===== config.mk =====
export PLATFORM = sky130hd
export DESIGN_NAME = mem_bus_arbiter_flat
export DESIGN_NICKNAME = d
export VERILOG_FILES = /design/src/rtl/mem_bus_arbiter_pkg.sv /design/src/rtl/mem_bus_arbiter_if.sv /design/src/rtl/mem_addr_decode.sv /design/src/rtl/mem_bus_arbiter.sv /design/src/flat_wrapper.sv
export SDC_FILE = /design/constraint.sdc
export NUM_CORES = 1
export LEC_CHECK = 0
export CAP_MARGIN = 0
export CORE_MARGIN = 10
export CORE_UTILIZATION = 35
export CTS_CLUSTER_SIZE = 20
export DETAILED_ROUTE_END_ITERATION = 10
export GPL_TIMING_DRIVEN = 0
export PLACE_DENSITY = 0.69
export SYNTH_ARGS = -nofsm -noshare
export SYNTH_HDL_FRONTEND = slang
export SYNTH_SLANG_ARGS = --single-unit

===== constraint.sdc =====
create_clock -name clk -period 8 [get_ports clk]
set_clock_uncertainty 0.1 [all_clocks]
set_input_delay 1.2 -clock clk [delete_from_list [all_inputs] [get_ports clk]]
set_output_delay 1.2 -clock clk [all_outputs]
set_load 0.005 [all_outputs]

===== src/rtl/mem_bus_arbiter_pkg.sv =====
// mem_bus_arbiter_pkg: shared constants and types for the ROM/RAM bus arbiter.
//   - Memory map bases and region size (ROM at 0x000, RAM at 0x800, 2 KiB each).
//   - FSM state, region-select and requester-port enumerations.
//   - in_region(): byte-address range test against a region base.
package mem_bus_arbiter_pkg;

  localparam int unsigned AddrW = 32;
  localparam int unsigned DataW = 32;
  localparam int unsigned IdxW  = 9;

  localparam logic [AddrW-1:0] RomBase       = 32'h0000_0000;
  localparam logic [AddrW-1:0] RamBase       = 32'h0000_0800;
  localparam logic [AddrW-1:0] MemRegionSize = 32'h0000_0800;

  typedef enum logic [1:0] {
    StIdle   = 2'd0,
    StAccess = 2'd1,
    StResp   = 2'd2
  } state_e;

  typedef enum logic [1:0] {
    RegNone = 2'd0,
    RegRom  = 2'd1,
    RegRam  = 2'd2
  } region_e;

  typedef enum logic {
    PortIf = 1'b0,
    PortDm = 1'b1
  } port_e;

  function automatic logic in_region(input logic [AddrW-1:0] addr,
                                     input logic [AddrW-1:0] base);
    return (addr >= base) && ((addr - base) < MemRegionSize);
  endfunction

endpackage


===== src/rtl/mem_bus_arbiter_if.sv =====
// mem_bus_arbiter_if: bundles the two requester ports (IF fetch, DM load/store) and the
// ROM / data-RAM strobe buses seen by the arbiter.
//   slave  : arbiter view (requests and memory read buses in; acks, rdata, strobes out).
//   master : environment view (requesters and memories), the mirror image.
interface mem_bus_arbiter_if;
  import mem_bus_arbiter_pkg::*;

  // Instruction-fetch port
  logic             if_req;
  logic [AddrW-1:0] if_addr;
  logic             if_ack;
  logic [DataW-1:0] if_rdata;
  // Load/store port
  logic             dm_req;
  logic             dm_we;
  logic [AddrW-1:0] dm_addr;
  logic [DataW-1:0] dm_wdata;
  logic             dm_ack;
  logic [DataW-1:0] dm_rdata;
  logic             dm_err;
  // ROM
  logic             rom_nce;
  logic             rom_re;
  logic [IdxW-1:0]  rom_addr;
  logic [DataW-1:0] rom_data;
  // Data RAM
  logic             ram_nce;
  logic             ram_re;
  logic             ram_we;
  logic [IdxW-1:0]  ram_addr;
  logic [DataW-1:0] ram_wdata;
  logic [DataW-1:0] ram_rdata;

  modport slave (
    input  if_req, if_addr, dm_req, dm_we, dm_addr, dm_wdata, rom_data, ram_rdata,
    output if_ack, if_rdata, dm_ack, dm_rdata, dm_err,
    output rom_nce, rom_re, rom_addr, ram_nce, ram_re, ram_we, ram_addr, ram_wdata
  );

  modport master (
    output if_req, if_addr, dm_req, dm_we, dm_addr, dm_wdata, rom_data, ram_rdata,
    input  if_ack, if_rdata, dm_ack, dm_rdata, dm_err,
    input  rom_nce, rom_re, rom_addr, ram_nce, ram_re, ram_we, ram_addr, ram_wdata
  );

endinterface


===== src/rtl/mem_addr_decode.sv =====
// mem_addr_decode: combinational byte-address decoder for the arbiter.
//   addr_i   : byte address of the granted request
//   we_i     : 1 = store
//   region_o : RegRom / RegRam / RegNone
//   idx_o    : 9-bit word index (addr[10:2]) within the region
//   err_o    : unmapped, misaligned, or store to ROM
module mem_addr_decode
  import mem_bus_arbiter_pkg::*;
(
  input  logic [AddrW-1:0] addr_i,
  input  logic             we_i,
  output region_e          region_o,
  output logic [IdxW-1:0]  idx_o,
  output logic             err_o
);

  always_comb begin
    region_o = RegNone;
    if (in_region(addr_i, RomBase)) begin
      region_o = RegRom;
    end else if (in_region(addr_i, RamBase)) begin
      region_o = RegRam;
    end
  end

  assign idx_o = addr_i[IdxW+1:2];
  assign err_o = (region_o == RegNone) || (addr_i[1:0] != 2'b00) ||
                 ((region_o == RegRom) && we_i);

endmodule


===== src/rtl/mem_bus_arbiter.sv =====
// mem_bus_arbiter: shares the instruction ROM and data RAM between the IF and DM ports.
//   clk     : system clock, rising edge
//   rst     : synchronous active-high reset
//   bus_io  : mem_bus_arbiter_if.slave (requests/acks/rdata and ROM/RAM strobes)
// FSM IDLE -> ACCESS (WAIT_STATES+1 strobe cycles) -> RESP (one-cycle ack) -> IDLE;
// decode errors skip ACCESS. All outputs are registered.
// Build option: MEM_BUS_ARB_RR_EN selects round-robin on a tie; otherwise DM wins ties.
module mem_bus_arbiter
  import mem_bus_arbiter_pkg::*;
#(
  parameter int unsigned WAIT_STATES = 1
) (
  input logic              clk,
  input logic              rst,
  mem_bus_arbiter_if.slave bus_io
);

  localparam logic [2:0] WaitLast = 3'(WAIT_STATES);

  state_e           state_q, state_d;
  logic [2:0]       cnt_q, cnt_d;
  port_e            win_q, win_d;
  region_e          region_q, region_d;
  logic             rom_nce_q, rom_nce_d;
  logic             rom_re_q, rom_re_d;
  logic [IdxW-1:0]  rom_addr_q, rom_addr_d;
  logic             ram_nce_q, ram_nce_d;
  logic             ram_re_q, ram_re_d;
  logic             ram_we_q, ram_we_d;
  logic [IdxW-1:0]  ram_addr_q, ram_addr_d;
  logic [DataW-1:0] ram_wdata_q, ram_wdata_d;
  logic             if_ack_q, if_ack_d;
  logic             dm_ack_q, dm_ack_d;
  logic             dm_err_q, dm_err_d;
  logic [DataW-1:0] if_rdata_q, if_rdata_d;
  logic [DataW-1:0] dm_rdata_q, dm_rdata_d;

  logic             any_req;
  port_e            grant;
  port_e            tie_winner;
  logic [AddrW-1:0] req_addr;
  logic             req_we;
  region_e          dec_region;
  logic [IdxW-1:0]  dec_idx;
  logic             dec_err;
  logic [DataW-1:0] mem_rdata;

`ifdef MEM_BUS_ARB_RR_EN
  port_e last_q;

  // Last-grant tracks every grant, including errored ones.
  always_ff @(posedge clk) begin
    if (rst) begin
      last_q <= PortDm;
    end else if (state_q == StIdle && any_req) begin
      last_q <= grant;
    end
  end

  assign tie_winner = (last_q == PortDm) ? PortIf : PortDm;
`else
  assign tie_winner = PortDm;
`endif

  assign any_req = bus_io.if_req | bus_io.dm_req;

  always_comb begin
    grant = PortDm;
    if (bus_io.if_req && !bus_io.dm_req) begin
      grant = PortIf;
    end else if (bus_io.if_req && bus_io.dm_req) begin
      grant = tie_winner;
    end
  end

  assign req_addr = (grant == PortDm) ? bus_io.dm_addr : bus_io.if_addr;
  assign req_we   = (grant == PortDm) & bus_io.dm_we;

  mem_addr_decode u_decode (
    .addr_i   (req_addr),
    .we_i     (req_we),
    .region_o (dec_region),
    .idx_o    (dec_idx),
    .err_o    (dec_err)
  );

  assign mem_rdata = (region_q == RegRom) ? bus_io.rom_data : bus_io.ram_rdata;

  always_comb begin
    state_d     = state_q;
    cnt_d       = cnt_q;
    win_d       = win_q;
    region_d    = region_q;
    rom_nce_d   = rom_nce_q;
    rom_re_d    = rom_re_q;
    rom_addr_d  = rom_addr_q;
    ram_nce_d   = ram_nce_q;
    ram_re_d    = ram_re_q;
    ram_we_d    = ram_we_q;
    ram_addr_d  = ram_addr_q;
    ram_wdata_d = ram_wdata_q;
    if_ack_d    = 1'b0;
    dm_ack_d    = 1'b0;
    dm_err_d    = 1'b0;
    if_rdata_d  = if_rdata_q;
    dm_rdata_d  = dm_rdata_q;

    unique case (state_q)
      StIdle: begin
        if (any_req) begin
          win_d    = grant;
          region_d = dec_region;
          if (dec_err) begin
            // No strobes: answer straight away with zero data.
            state_d = StResp;
            if (grant == PortDm) begin
              dm_ack_d   = 1'b1;
              dm_err_d   = 1'b1;
              dm_rdata_d = '0;
            end else begin
              if_ack_d   = 1'b1;
              if_rdata_d = '0;
            end
          end else begin
            state_d = StAccess;
            cnt_d   = 3'd0;
            if (dec_region == RegRom) begin
              rom_nce_d  = 1'b0;
              rom_re_d   = 1'b1;
              rom_addr_d = dec_idx;
            end else begin
              ram_nce_d   = 1'b0;
              ram_re_d    = ~req_we;
              ram_we_d    = req_we;
              ram_addr_d  = dec_idx;
              ram_wdata_d = bus_io.dm_wdata;
            end
          end
        end
      end

      StAccess: begin
        if (cnt_q == WaitLast) begin
          state_d   = StResp;
          rom_nce_d = 1'b1;
          rom_re_d  = 1'b0;
          ram_nce_d = 1'b1;
          ram_re_d  = 1'b0;
          ram_we_d  = 1'b0;
          if (win_q == PortDm) begin
            dm_ack_d   = 1'b1;
            dm_rdata_d = mem_rdata;
          end else begin
            if_ack_d   = 1'b1;
            if_rdata_d = mem_rdata;
          end
        end else begin
          cnt_d = cnt_q + 3'd1;
        end
      end

      StResp: begin
        state_d = StIdle;
      end

      default: begin
        state_d = StIdle;
      end
    endcase
  end

  always_ff @(posedge clk) begin
    if (rst) begin
      state_q     <= StIdle;
      cnt_q       <= 3'd0;
      win_q       <= PortDm;
      region_q    <= RegNone;
      rom_nce_q   <= 1'b1;
      rom_re_q    <= 1'b0;
      rom_addr_q  <= '0;
      ram_nce_q   <= 1'b1;
      ram_re_q    <= 1'b0;
      ram_we_q    <= 1'b0;
      ram_addr_q  <= '0;
      ram_wdata_q <= '0;
      if_ack_q    <= 1'b0;
      dm_ack_q    <= 1'b0;
      dm_err_q    <= 1'b0;
      if_rdata_q  <= '0;
      dm_rdata_q  <= '0;
    end else begin
      state_q     <= state_d;
      cnt_q       <= cnt_d;
      win_q       <= win_d;
      region_q    <= region_d;
      rom_nce_q   <= rom_nce_d;
      rom_re_q    <= rom_re_d;
      rom_addr_q  <= rom_addr_d;
      ram_nce_q   <= ram_nce_d;
      ram_re_q    <= ram_re_d;
      ram_we_q    <= ram_we_d;
      ram_addr_q  <= ram_addr_d;
      ram_wdata_q <= ram_wdata_d;
      if_ack_q    <= if_ack_d;
      dm_ack_q    <= dm_ack_d;
      dm_err_q    <= dm_err_d;
      if_rdata_q  <= if_rdata_d;
      dm_rdata_q  <= dm_rdata_d;
    end
  end

  assign bus_io.rom_nce   = rom_nce_q;
  assign bus_io.rom_re    = rom_re_q;
  assign bus_io.rom_addr  = rom_addr_q;
  assign bus_io.ram_nce   = ram_nce_q;
  assign bus_io.ram_re    = ram_re_q;
  assign bus_io.ram_we    = ram_we_q;
  assign bus_io.ram_addr  = ram_addr_q;
  assign bus_io.ram_wdata = ram_wdata_q;
  assign bus_io.if_ack    = if_ack_q;
  assign bus_io.if_rdata  = if_rdata_q;
  assign bus_io.dm_ack    = dm_ack_q;
  assign bus_io.dm_rdata  = dm_rdata_q;
  assign bus_io.dm_err    = dm_err_q;

endmodule


===== src/flat_wrapper.sv =====
// flat-port wrapper written by rule: the top's interface ports become plain ports
module mem_bus_arbiter_flat import mem_bus_arbiter_pkg::*;
#(
  parameter int unsigned WAIT_STATES = 1
)
  (clk, rst, bus_io_if_req, bus_io_if_addr, bus_io_dm_req, bus_io_dm_we, bus_io_dm_addr, bus_io_dm_wdata, bus_io_rom_data, bus_io_ram_rdata, bus_io_if_ack, bus_io_if_rdata, bus_io_dm_ack, bus_io_dm_rdata, bus_io_dm_err, bus_io_rom_nce, bus_io_rom_re, bus_io_rom_addr, bus_io_ram_nce, bus_io_ram_re, bus_io_ram_we, bus_io_ram_addr, bus_io_ram_wdata);
  mem_bus_arbiter_if bus_io_i ();
  input logic clk;
  input logic rst;
  input wire logic [$bits(bus_io_i.if_req)-1:0] bus_io_if_req;
  input wire logic [$bits(bus_io_i.if_addr)-1:0] bus_io_if_addr;
  input wire logic [$bits(bus_io_i.dm_req)-1:0] bus_io_dm_req;
  input wire logic [$bits(bus_io_i.dm_we)-1:0] bus_io_dm_we;
  input wire logic [$bits(bus_io_i.dm_addr)-1:0] bus_io_dm_addr;
  input wire logic [$bits(bus_io_i.dm_wdata)-1:0] bus_io_dm_wdata;
  input wire logic [$bits(bus_io_i.rom_data)-1:0] bus_io_rom_data;
  input wire logic [$bits(bus_io_i.ram_rdata)-1:0] bus_io_ram_rdata;
  output wire logic [$bits(bus_io_i.if_ack)-1:0] bus_io_if_ack;
  output wire logic [$bits(bus_io_i.if_rdata)-1:0] bus_io_if_rdata;
  output wire logic [$bits(bus_io_i.dm_ack)-1:0] bus_io_dm_ack;
  output wire logic [$bits(bus_io_i.dm_rdata)-1:0] bus_io_dm_rdata;
  output wire logic [$bits(bus_io_i.dm_err)-1:0] bus_io_dm_err;
  output wire logic [$bits(bus_io_i.rom_nce)-1:0] bus_io_rom_nce;
  output wire logic [$bits(bus_io_i.rom_re)-1:0] bus_io_rom_re;
  output wire logic [$bits(bus_io_i.rom_addr)-1:0] bus_io_rom_addr;
  output wire logic [$bits(bus_io_i.ram_nce)-1:0] bus_io_ram_nce;
  output wire logic [$bits(bus_io_i.ram_re)-1:0] bus_io_ram_re;
  output wire logic [$bits(bus_io_i.ram_we)-1:0] bus_io_ram_we;
  output wire logic [$bits(bus_io_i.ram_addr)-1:0] bus_io_ram_addr;
  output wire logic [$bits(bus_io_i.ram_wdata)-1:0] bus_io_ram_wdata;
  assign bus_io_i.if_req = bus_io_if_req;
  assign bus_io_i.if_addr = bus_io_if_addr;
  assign bus_io_i.dm_req = bus_io_dm_req;
  assign bus_io_i.dm_we = bus_io_dm_we;
  assign bus_io_i.dm_addr = bus_io_dm_addr;
  assign bus_io_i.dm_wdata = bus_io_dm_wdata;
  assign bus_io_i.rom_data = bus_io_rom_data;
  assign bus_io_i.ram_rdata = bus_io_ram_rdata;
  assign bus_io_if_ack = bus_io_i.if_ack;
  assign bus_io_if_rdata = bus_io_i.if_rdata;
  assign bus_io_dm_ack = bus_io_i.dm_ack;
  assign bus_io_dm_rdata = bus_io_i.dm_rdata;
  assign bus_io_dm_err = bus_io_i.dm_err;
  assign bus_io_rom_nce = bus_io_i.rom_nce;
  assign bus_io_rom_re = bus_io_i.rom_re;
  assign bus_io_rom_addr = bus_io_i.rom_addr;
  assign bus_io_ram_nce = bus_io_i.ram_nce;
  assign bus_io_ram_re = bus_io_i.ram_re;
  assign bus_io_ram_we = bus_io_i.ram_we;
  assign bus_io_ram_addr = bus_io_i.ram_addr;
  assign bus_io_ram_wdata = bus_io_i.ram_wdata;
  mem_bus_arbiter #(.WAIT_STATES(WAIT_STATES)) u_core (.clk(clk), .rst(rst), .bus_io(bus_io_i));
endmodule

==> results.toml, run 1 <==
[timing]
hold_viol = 0
fin_crit_sh_pct = 69.20
max_freq_ghz = 0.1806
holdWs_ns = 0.3490
setup_viol = 0
tightest_slew_ns = 0.8650
setup_slack_ns = 2.464
tns_ns = 0
rsz0062_at_grt = "no"
fin_crit_ns = 5.536
drv_slew = 0
maxSlewHeadroom_pct = 41.73

[clock_network]
clk_pin_slew_ns = 0.06
cts.sinks = 130
htreeDepth = 4
post_cts_buffers = 0
post_cts_resized = 0
cts_buffers = 17
cts_tree = "done"
insertion_delay_ns = 0.42
hold_buffers = 0
clock_path_buffers = 2
cts_root_buf = "clkbuf_16"

[yosys]
ys_seq_elements = 130
synthTopCellsByCount = "dfxtp_1, nand2_1, nor2_1, clkbuf_1, a21oi_1"
synth_xor_area_share_pct = 0
synth-compound-area-share_pct = 25.23
syn_nets = 936
synth_top_cell_by_area = "dfxtp_1"
ys_seq_area_share_pct = 40.40
synth.top_cell.area_share_pct = 40.40
yosysMostFrequentCell = "dfxtp_1"
syn_inst = 768
ys_async_sr_fraction_pct = 0
syn_avg_cell_area_um2 = 8.389
synth_fa_ha_area_share_pct = 0.5826
ys.flop_type = "dfxtp_1"
syn-cell-area_mm2 = 0.006442
synth_edf_count = 0
synth_area_leaders = "dfxtp_1, mux2i_1, nand2_1"
ys_warn_count = 0
synthMuxAreaShare_pct = 7.322
synth-simple-area-share_pct = 19.54
ys_types = 54
synth_top_family_by_area = "compound AO/OA/AOI/OAI gates"

[floorplan]
fp.dieH_um = 155.7
dieWidth_um = 155.7
core.rowCount = 49
pin_count = 287
dieArea_mm2 = 0.02423
core_area_mm2 = 0.01802
start_util_pct = 35.74

[setup_path]
startpoint_type = "input pin"
cp_max_fo = 10
cp_data_arrival_time_ns = 5.77
crit_path_end_kind = "register"
worst-setup-path-type = "input pin to register"
crit_required_ns = 8.24

[detailed_routing]
vias_per_cell = 5.277
drtIter0Drc = 251
ant_nets = 0
drt_wl_total_um = 25160
post_drt_wl_per_cell_um = 19.12
dr.pass1.iters = 5
drc = 0
vias = 6945

[worst_hold_path]
holdCritPathClass = "register to register"

[outcome]
status = "finished, final reports clean"

[placed_design]
place_area_mm2 = 0.009592
gp_congestion = 0.9631
port_buffers = 286
dp_cells = 1283
dp_hpwl_um = 19610
place_ws_ns = 2.021

[global_route]
grt_pass1_wl_um = 38150
busiest_layer = "met2"
grt_util_met3_pct = 7.113
grt_max_degree = 17
grt_usage_pct = 19.59
grt_pass1_vias = 6808
grtUsageMet1_pct = 23.21
antenna_found_initial = 0
overflow = 0
grt_use_met2_pct = 32.22

[layout]
area_delta_synth_final_pct = 58.57
stdcell_area_mm2 = 0.01022
final-instance-count-excl-fill = 1316
nNetsFinal = 1241
fin_util_pct = 56.68
drive_gt1_share_pct = 7.919

[power]
power_density_mw_per_mm2 = 163.2
totalPowerFinal_mw = 1.667
peakVddDrop_mv = 0.1530
leakage_nw = 3.429

[job]
cap_violations = 0
-- final cells by class --
cell class / instances / area, um^2
fill: 1657 / 7809
multi-input combinational: 531 / 3393
antenna: 1 / 2.502
inverter: 40 / 150.1
tap: 229 / 286.5
clock buffer: 17 / 425.4
buffer: 67 / 296.5
sequential: 130 / 2603
timing repair buffer: 286 / 2863
clock inverter: 15 / 196.4
-- cell families (layout without fill, tap and decap cells) --
group | count (synthesis) | after routing
AO/OA/AOI/OAI | 212 | 212
adder cells (fa/ha/maj) | 3 | 3
buffers and inverters | 107 | 425
flip-flops | 130 | 130
multiplexers | 47 | 47
other | 0 | 1
AND/OR/NAND/NOR | 269 | 269
-- per-layer routing --
metal / wire, um / vias up
met5: 0 / -
met4: 466 / 0
met3: 2148 / 25
met2: 12020 / 240
met1: 10530 / 3271
li1: - / 3409
-- state kept, by name, summed over array words and instances, names as in the netlist, 2 cells and up --
name and count:
u_core.bus_io.dm_rdata 32, u_core.region_q 2, u_core.bus_io.if_rdata 32, u_core.bus_io.rom_addr 9, u_core.bus_io.ram_addr 9, u_core.bus_io.ram_wdata 32, u_core.cnt_q 3, u_core.state_q 2
-- cells in the final DEF (no fill, tap or decap), types with 7 or more instances in the layout --
cell type        instances
a311oi_1                 9
o21ai_0                 10
mux2i_1                 46
nand2_1                115
or3_1                    7
clkbuf_1                52
nor2_1                  55
nand2b_1                 8
dfxtp_1                130
clkdlybuf4s50_1        286
a31oi_1                 37
clkbuf_16               17
a21o_1                  10
inv_1                   39
o32ai_1                 33
o31ai_2                 30
nand3_1                 42
a21oi_1                 49
o31ai_1                  8
-- final timing paths --
| path | cells past startpoint | from | to | slack, ns |
|---|---|---|---|---|
| worst max-delay path | 15 | bus_io_dm_req | u_core.bus_io.ram_addr[4]$_SDFFE_PP0P_ | 2.46 |
| worst min register to register | 2 | u_core.bus_io.ram_wdata[19]$_SDFFE_PP0P_ | u_core.bus_io.ram_wdata[19]$_SDFFE_PP0P_ | 0.35 |
| worst min-delay path | 2 | u_core.bus_io.ram_wdata[19]$_SDFFE_PP0P_ | u_core.bus_io.ram_wdata[19]$_SDFFE_PP0P_ | 0.35 |
| worst max register to register | 9 | u_core.state_q[0]$_SDFFE_PP0P_ | u_core.bus_io.ram_addr[4]$_SDFFE_PP0P_ | 5.28 |
-- critical path, stage by stage --
cell and delay (ns):
clkdlybuf4s50_1 0.59, nand2b_1 0.16, buf_4 0.20, clkbuf_1 0.43, buf_1 0.49, mux2i_1 0.26
ha_1 0.33, a211oi_1 0.09, nor4b_1 0.41, nand4_1 0.24, a211oi_2 0.29, nand4_1 0.33
clkbuf_1 0.36, a21o_1 0.23, a21oi_1 0.15
-- where the power goes --
group,total [mW],switching (mW),internal (mW)
Combinational,0.189,0.0883,0.101
Clock,0.826,0.326,0.500
Sequential,0.652,0.00193,0.650
No activity file was read; power rests on OpenSTA's default activity.
==> inputs of run 2 (changes only) <==
clock period = 5.38 ns   (was 8 ns; I/O delays follow)
==> results.toml, run 2 (synthesis gave the netlist of run 1 again) <==
[global_route]
grt_pass1_vias = 6808
grt_pass1_wl_um = 38150
antenna_found_initial = 0
overflow = 0
grt_usage_pct = 19.59
grt_max_degree = 17

[placed_design]
dp_hpwl_um = 19610
port_buffers = 286
dp_cells = 1283
gp_congestion = 0.9631

[setup_path]
worst-setup-path-type = "input pin to register"
cp_max_fo = 10
crit_path_end_kind = "register"
reg2reg_depth = 9
crit_required_ns = 5.62
slowest_delay_ns = 0.60
startpoint_type = "input pin"
reg2reg_slack_ns = 2.66
cp_data_arrival_time_ns = 5.23
path_cells = "clkdlybuf4s50_1 > nand2b_1 > buf_4 > clkbuf_1 > clkbuf_2 > mux2i_1 > ha_1 > a211oi_1 > nor4b_1 > nand4_1 > a211oi_2 > nand4_1 > clkbuf_1 > a21o_1 > a21oi_1"
reg2reg_from = "u_core.state_q[0]$_SDFFE_PP0P_"
r2r-end = "u_core.bus_io.ram_addr[4]$_SDFFE_PP0P_"
cp_slowest_cell = "clkdlybuf4s50_1"

[layout]
final-instance-count-excl-fill = 1316
area_delta_synth_final_pct = 58.59
fillCellCount = 1656
layout_common_cells = "clkdlybuf4s50_1, dfxtp_1, nand2_1, nor2_1, clkbuf_1"
nNetsFinal = 1241
layout_commonest_cell = "clkdlybuf4s50_1"
drive_gt1_share_pct = 8.011
fin_util_pct = 56.68

[power]
swShare_pct = 24.95
p_int_mw = 1.860
switchingPower_mw = 0.6185
power_frac_seq_pct = 39.1
power_density_mw_per_mm2 = 242.6
combinationalPowerShare_pct = 11.4
clock_power_share_pct = 49.5
leakage_nw = 3.432
peakVddDrop_mv = 0.2274

[timing]
max_freq_ghz = 0.2004
maxSlewHeadroom_pct = 41.73
fin_crit_ns = 4.990
setup_viol = 0
hold_viol = 0
tightest_slew_ns = 0.8650
tns_ns = 0
rsz0062_at_grt = "no"
fin_crit_sh_pct = 92.75
drv_slew = 0

[outcome]
status = "finished, final reports clean"

[detailed_routing]
drc = 0
vias_per_cell = 5.277
vias = 6944
drtIter0Drc = 255
post_drt_wl_per_cell_um = 19.11
wirelength_met1_um = 10510
met3_length_um = 2127
ant_nets = 0
dr.pass1.iters = 5
drt_wl_total_um = 25140
dr_wl_met2_um = 12010
top_layer_used = "met4"

[worst_hold_path]
holdCritPathClass = "register to register"
holdPathEnd = "u_core.bus_io.ram_wdata[19]$_SDFFE_PP0P_"
holdCritStartpoint = "u_core.bus_io.ram_wdata[19]$_SDFFE_PP0P_"
hold_path_depth = 2

[clock_network]
htreeDepth = 4
clock_path_buffers = 2
insertion_delay_ns = 0.42
cts_tree = "done"
cts_root_buf = "clkbuf_16"
cts.sinks = 130
clk_pin_slew_ns = 0.06
post_cts_buffers = 0
cts_buffers = 17

[floorplan]
core_area_mm2 = 0.01802
dieArea_mm2 = 0.02423
pin_count = 287
fp.dieH_um = 155.7
dieWidth_um = 155.7
core.rowCount = 49
start_util_pct = 35.74

[job]
cap_violations = 0
run 2: cell count changes in the layout (fill, tap and decap cells not counted):
cell / change
clkbuf_2: +1
buf_1: -1
run 2: final cells by class:
type                            count  area, um^2  area share, %
Clock buffer                       17       425.4          4.164
Antenna cell                        1       2.502        0.02449
Timing Repair Buffer              286        2863          28.02
Tap cell                          229       286.5          2.804
Multi-Input combinational cell    531        3393          33.21
Clock inverter                     15       196.4          1.923
Inverter                           40       150.1          1.470
Sequential cell                   130        2603          25.47
Buffer                             67       297.8          2.915
run 2: repair_timing:
item                                   in CTS  in global routing
hold buffers                                0                  0
endpoints found under the hold margin       0                  0
resized for setup                           0                  1
setup endpoints to repair                   0                 61
run 2: how the worst max path moves through the flow:
stage / from / endpoint / slack, ns
final: bus_io_dm_req / u_core.bus_io.ram_addr[4]$_SDFFE_PP0P_ / 0.39
after global routing: bus_io_dm_req / u_core.bus_io.ram_addr[3]$_SDFFE_PP0P_ / 0.08
after CTS: bus_io_dm_req / u_core.bus_io.if_rdata[1]$_SDFFE_PP0P_ / 0.24
after detailed placement: bus_io_dm_req / u_core.bus_io.if_rdata[4]$_SDFFE_PP0P_ / -0.21
after global placement: bus_io_dm_req / u_core.bus_io.if_rdata[26]$_SDFFE_PP0P_ / -0.16
after floorplan: bus_io_dm_req / u_core.bus_io.dm_rdata[0]$_SDFFE_PP0P_ / 1.49
run 2: power groups by stage:
stage                     clock, mW  combinational [mW]  sequential (mW)
final                          1.23               0.281            0.969
after global routing           1.30               0.302            0.969
after global placement            0               0.279            0.991
after floorplan                   0               0.103            0.991
after detailed placement          0               0.281            0.991
after CTS                      1.25               0.282            0.969
run 2: routing by layer:
metal / global-route usage (%) / vias to the layer above
met1: 23.21 / 3261
met5: 0 / -
met4: 6.328 / 0
met2: 32.22 / 248
li1: - / 3408
met3: 7.113 / 27
run 2: worst max-delay path, delay by kind of cell:
kind	cells	cell delay, ns
AO/OA/AOI/OAI	4	0.76
buffers and inverters	5	1.96
AND/OR/NAND/NOR	4	1.14
multiplexers	1	0.24
adder cells (fa/ha/maj)	1	0.32
run 2: metrics by stage:
step	worst slack (ns)	total power, mW	hold slack [ns]	area, um^2
2_1_floorplan	1.486	1.094	0.3322	6442
3_3_place_gp	-0.1564	1.270	0.3364	9592
3_5_place_dp	-0.2062	1.271	0.3447	9592
4_1_cts	0.2412	2.504	0.3521	10210
5_1_grt	0.07835	2.571	0.3719	10210
6_report	0.3902	2.479	0.3490	10220
==> inputs of run 3 (changes only) <==
ABC_CLOCK_PERIOD_IN_PS = 5380   (was not set)
==> results of run 3 <==
The final DEF is identical to that of run 2; final timing and power are the same.
